`src/rtl/pts_pkg.sv`:
```
// Shared types and constants for the pts_tx parallel-to-serial transmitter.
package pts_pkg;

  typedef enum logic {
    IDLE  = 1'b0,
    SHIFT = 1'b1
  } pts_state_t;

  localparam logic PTS_IDLE_BIT_DEFAULT = 1'b1;

endpackage

```
`src/rtl/pts_bit_counter.sv`:
```
// Bit counter with synchronous clear (priority over count) and a last flag
// asserted while the count equals a programmable rollover value.
module pts_bit_counter #(
  parameter int WIDTH = 3
) (
  input  logic             clk,
  input  logic             n_rst,
  input  logic             clear,
  input  logic             count_en,
  input  logic [WIDTH-1:0] rollover_val,
  output logic [WIDTH-1:0] count,
  output logic             last
);

  logic [WIDTH-1:0] count_q, count_d;

  always_comb begin
    count_d = count_q;
    if (clear)         count_d = '0;
    else if (count_en) count_d = count_q + WIDTH'(1);
  end

  always_ff @(posedge clk or negedge n_rst) begin
    if (!n_rst) count_q <= '0;
    else        count_q <= count_d;
  end

  assign count = count_q;
  assign last  = (count_q == rollover_val);

endmodule

```
`src/rtl/pts_tx.sv`:
```
// Parallel-to-serial transmitter with valid/ready load and back-to-back frames.
// Optional even-parity bit after the data bits when PTS_PARITY_EN is defined.
module pts_tx
  import pts_pkg::*;
#(
  parameter int   NUM_BITS  = 4,
  parameter int   SHIFT_MSB = 1,
  parameter logic IDLE_BIT  = PTS_IDLE_BIT_DEFAULT
) (
  input  logic                clk,
  input  logic                n_rst,
  input  logic                load_valid,
  input  logic [NUM_BITS-1:0] parallel_in,
  output logic                load_ready,
  input  logic                shift_enable,
  output logic                serial_out,
  output logic                busy,
  output logic                done
);

`ifdef PTS_PARITY_EN
  localparam int FLEN = NUM_BITS + 1;
`else
  localparam int FLEN = NUM_BITS;
`endif
  localparam int CW = $clog2(NUM_BITS + 2);

  pts_state_t      state_q, state_d;
  logic [FLEN-1:0] sr_q, sr_d, load_word;
  logic            done_q;
  logic            cnt_last, last_bit, frame_end, load_acc;
  logic [CW-1:0]   cnt;

  assign last_bit  = (state_q == SHIFT) && cnt_last;
  assign frame_end = last_bit && shift_enable;
  assign load_acc  = load_valid && load_ready;

  pts_bit_counter #(.WIDTH(CW)) u_cnt (
    .clk          (clk),
    .n_rst        (n_rst),
    .clear        (load_acc),
    .count_en     ((state_q == SHIFT) && shift_enable),
    .rollover_val (CW'(FLEN - 1)),
    .count        (cnt),
    .last         (cnt_last)
  );

  // Parity sits on the far side of the data so it leaves after the last data bit.
  always_comb begin
`ifdef PTS_PARITY_EN
    if (SHIFT_MSB != 0) load_word = {parallel_in, ^parallel_in};
    else                load_word = {^parallel_in, parallel_in};
`else
    load_word = parallel_in;
`endif
  end

  always_comb begin
    sr_d = sr_q;
    if (load_acc)
      sr_d = load_word;
    else if ((state_q == SHIFT) && shift_enable)
      sr_d = (SHIFT_MSB != 0) ? {sr_q[FLEN-2:0], IDLE_BIT} : {IDLE_BIT, sr_q[FLEN-1:1]};
  end

  always_ff @(posedge clk or negedge n_rst) begin
    if (!n_rst) begin
      state_q <= IDLE;
      sr_q    <= {FLEN{IDLE_BIT}};
      done_q  <= 1'b0;
    end else begin
      state_q <= state_d;
      sr_q    <= sr_d;
      done_q  <= frame_end;
    end
  end

  always_comb begin
    state_d = state_q;
    case (state_q)
      IDLE:    if (load_acc) state_d = SHIFT;
      SHIFT:   if (frame_end && !load_acc) state_d = IDLE;
      default: state_d = IDLE;
    endcase
  end

  always_comb begin
    busy       = (state_q == SHIFT);
    load_ready = (state_q == IDLE) || frame_end;
    done       = done_q;
    serial_out = IDLE_BIT;
    if (state_q == SHIFT)
      serial_out = (SHIFT_MSB != 0) ? sr_q[FLEN-1] : sr_q[0];
  end

endmodule

```
`config.mk`:
```
export PLATFORM = sky130hd
export DESIGN_NAME = pts_tx
export DESIGN_NICKNAME = d
export VERILOG_FILES = /design/src/rtl/pts_pkg.sv /design/src/rtl/pts_bit_counter.sv /design/src/rtl/pts_tx.sv
export SDC_FILE = /design/constraint.sdc
export NUM_CORES = 1
export LEC_CHECK = 0
export CAP_MARGIN = 20
export CORE_AREA = 2 2 39 41
export CTS_CLUSTER_SIZE = 30
export DETAILED_ROUTE_END_ITERATION = 8
export DIE_AREA = 0 0 41 43
export GPL_TIMING_DRIVEN = 0
export MAX_ROUTING_LAYER = met4
export PLACE_DENSITY = 0.63
export SETUP_SLACK_MARGIN = 0.02
export SYNTH_ARGS = -nofsm -noshare
export SYNTH_HDL_FRONTEND = slang
export SYNTH_SLANG_ARGS = --single-unit
```
`constraint.sdc`:
```
create_clock -name clk -period 2.4 [get_ports clk]
set_input_delay 0.72 -clock clk [delete_from_list [all_inputs] [get_ports clk]]
set_output_delay 0.72 -clock clk [all_outputs]
set_load 0.01 [all_outputs]
```
# ---- After elaboration in Yosys (flattened, before gate mapping)
# Index checks and enable logic that the tools add are counted.
dict set report op_classes {
  bitwise_logic 1
  eq_ne 1
  n_addsub 1
  n_reduce_logical 8
  muxes 8
}
# operator count
set ops {}
lappend ops {{$mux W4} 2}
lappend ops {{$mux W3} 2}
lappend ops {{$logic_and A1 B1 Y1} 5}
lappend ops {{$add A3 B1 Y3 const B} 1}
lappend ops {{$eq A3 B2 Y1 const B} 1}
lappend ops {{$mux W1} 3}
lappend ops {{$pmux W1 S2} 1}
lappend ops {{$reduce_bool A2 Y1} 1}
lappend ops {{$logic_not A1 Y1} 1}
lappend ops {{$logic_or A1 B1 Y1} 1}
lappend ops {{$not A1 Y1} 1}
dict set report totals {
  regBits 9
  output_inout_bits 4
  word_cells 23
  input_bits 8
}

# ---- Logic depth before layout (Yosys ltp)
dict set report logic_depth {
  word_depth 9
  depth_mapped 5
  ltp_nobuf 5
}

# ---- Modules after synthesis
# From an unflattened synthesis, not the netlist that was laid out.
dict set report hier_totals {
  hier_cells 52
  area_unflattened_um2 559.3
}
# module cells_each seq_area_each_um2 instances area_each_um2
set by_module_without_submodules {}
lappend by_module_without_submodules {pts_tx 37 155.1 1 382.9}
lappend by_module_without_submodules {pts_bit_counter 15 75.1 1 176.4}

# ---- Worst setup path after synthesis
# Ideal clock, no wire load.
dict set report synth_path {
  path_type {register to output}
  startpoint {register u_cnt.count_q[0] (netlist: u_cnt.count[0])}
  endpoint {output load_ready}
  arrival_time_ns 0.994
  path_buffers 0
  required_time_ns 1.680
  path_stages_with_launch 4
  setup_slack_ns 0.686
  cell_sequence {dfrtp_1 -> ha_1 -> ha_1 -> a21bo_2}
}
dict set report synth_between {
  elab_chain_cells 4
}
# element line_no
set synth_rtl {}
lappend synth_rtl {{start: declaration} pts_bit_counter.sv:15} ;# logic [WIDTH-1:0] count_q, count_d;
lappend synth_rtl {{start signal: assignment} pts_bit_counter.sv:25} ;# else count_q <= count_d;
lappend synth_rtl {{$eq A3 B2 Y1} pts_bit_counter.sv:29} ;# assign last = (count_q == rollover_val);
lappend synth_rtl {{$logic_and A1 B1 Y1} pts_tx.sv:34} ;# assign last_bit = (state_q == SHIFT) && cnt_last;
lappend synth_rtl {{$logic_and A1 B1 Y1} pts_tx.sv:35} ;# assign frame_end = last_bit && shift_enable;
lappend synth_rtl {{$logic_or A1 B1 Y1} pts_tx.sv:89} ;# load_ready = (state_q == IDLE) || frame_end;
lappend synth_rtl {{end: declaration} pts_tx.sv:14} ;# output logic load_ready,
# No other way between the ends.

# ---- Final worst setup path
# Same ends and word-level chain as after synthesis.

==> results.ini <==
[run_status]
status=finished clean

[logic_synthesis]
synth_seq_cells=9
ys.flop_type=dfrtp_1
yosysTopAreaCellShare_pct=28.2
postSynthAreaPerCell_um2=12.3
synth_common_cells=dfrtp_1, dfstp_2, a221o_1, and2b_1, and3_2
ys_warn_count=0
syn_inst=36
yosysSeqAreaShare_pct=52.0
yosys.area.top_type=dfrtp_1
synth.most_common_cell=dfrtp_1
synthTopCellsByArea=dfrtp_1, dfstp_2, a221o_1
netlist-cell-type-count=18
syn-num-nets=46
synth_area_um2=443
synthArstFlopShare_pct=100
synth_edf_count=0

[setup_path]
arrival_ns=1.54
crit_required_ns=1.68
crit_path_max_fanout=3
endpoint_kind=output pin
critPathLaunch=u_cnt.count[0]
crit_type=reg2out
cp-start-kind=flip-flop
r2r_start=u_cnt.count[0]
reg2reg_depth=6

[drt]
dr.pass1.iters=2
final_antenna_net_count=0
routed_via_density=4.99
drc_errors=0
vias=339
first_iter_violations=1
finalWirelength_um=835
routedWlPerCell_um=12.3

[die]
row_count=14
die-area_um2=1760
dieHeight_um=43
fp.dieW_um=41
io_pins=12
coreArea_um2=1380
start_util_pct=32.0

[sta]
rsz0062_at_grt=false
setup_viol=0
max_slew_margin_pct=73.3
tightest_slew_ns=0.399
max_freq_ghz=0.443
period_share_pct=94.1
finalHoldViolations=0
skew_ns=0.00178
post-route-min-period_ns=2.26
setup_tns_ns=0
slew_viol_final=0

[power_and_ir_drop]
p_leak_uw=0.000294
clock_power_share_pct=19.6
power.density_nw_per_um2=981
p_seq_share_pct=43.2
swShare_pct=28.7
p_int_uw=423
p_sw_uw=170
max-vdd-ir-drop_mv=0.270
power_frac_comb_pct=37.2

[clocking]
clk_latency_ns=0.26
cts_root_buffer=clkbuf_4
ctsHoldBuffers=0
cts_made_buffers=3
clkTransAtPathRegs_ns=0.06
cts_tree=built
h-tree-depth=1
clock-sinks=9
clk_path_buf_depth=2

[global_route]
grt_max_degree=11
antenna_found_initial=0
grt_usage_pct=13.6
grt_pass1_vias=336
grt.overflow.total=0
grt_pass1_wl_mm=1.46

[hold_path]
hold_path.class=reg2reg
hold_start=sr_q[0]
hold_path_depth=2

[job]
max-cap-violations=0

[placed_design]
numPortBuffers=11
placedInstanceArea_um2=573
gp_congestion=0.730

[layout]
layout.nets=63
drive_gt1_share_pct=26.9
fin_area_um2=604
area_growth_pct=36.4
n_antenna_cell=0
fin_util_pct=43.7

logic make-up (layout without fill, tap and decap cells):
kind of cell / Yosys count / in the layout / synth area share [%]
multiplexers: 1 / 1 / 3.11
flip-flops: 9 / 9 / 52.0
buffers and inverters: 3 / 19 / 3.39
AO/OA/AOI/OAI: 9 / 9 / 18.4
adder cells (fa/ha/maj): 2 / 2 / 5.65
AND/OR/NAND/NOR: 12 / 12 / 17.5
power by group through the flow:
stage                     registers, uW  logic, uW  clock network [uW]
after floorplan                     252        142                   0
after global placement              257        215                   0
after detailed placement            260        221                   0
after CTS                           258        226                 121
after global routing                265        250                 133
final                               256        221                 116
worst max-delay path, stage by stage, from the launching register on:
cell and delay (ns):
dfrtp_1 0.40, ha_1 0.21, ha_1 0.19, a21bo_2 0.21, dlygate4sd2_1 0.28
flip-flops by register name, indices dropped and copies added, names as in the netlist:
register / flops
busy: 1
done: 1
sr_q: 4
u_cnt.count: 3
per-layer routing:
| layer | share of wire, % | global-route usage, % |
|---|---|---|
| met1 | 47 | 18.2 |
| met2 | 45 | 16.3 |
| met3 | 6.1 | 4.71 |
| met4 | 1.7 | 10.0 |
| met5 | 0 | - |
final timing paths:
path	endpoint	slack [ns]
hold reg to reg	sr_q[0]	0.49
hold / removal	sr_q[0]	0.49
max in group asynchronous	sr_q[0]	1.33
min in group asynchronous	done	0.75
setup reg to reg	sr_q[3]	0.72
setup / recovery	load_ready	0.14
through the flow:
stage	total power (uW)	worst slack (ns)	std cells	hold WS [ns]
after floorplan	394	0.686	36	0.424
after global placement	472	-0.317	63	0.471
after detailed placement	481	-0.297	63	0.477
after CTS	605	0.122	68	0.487
after global routing	648	0.0785	68	0.507
final	593	0.142	68	0.485
final cells by class:
class	instances	area, um^2
plain buffers	1	7.51
clock buffers	4	26.3
fillers	144	779
inverters	2	7.51
multi-input cells	24	198
flip-flops and latches	9	230
well taps	16	20.0
repair buffers	12	115
timing repair:
action                     4_1_cts  5_1_grt
resized for setup                2        0
setup endpoints to repair        1        0
setup buffers                    1        0
layout by cell type, fill, tap and decap left out:
cell type and count:
dlygate4sd2_1 2, inv_1 2, clkdlybuf4s50_1 9, a221o_1 3, clkbuf_1 1, and3_2 3, and2b_1 3, a22o_1 2
nor2_1 2, dfrtp_1 5, a211oi_1 1, clkbuf_4 3, mux2i_2 1, dfstp_2 4, buf_4 2, nand2_1 1
a2bb2oi_1 1, a21bo_2 1, a21o_1 1, ha_1 2, and3_1 1, or2b_1 2
Note: power is estimated with default switching activity, not from simulation.
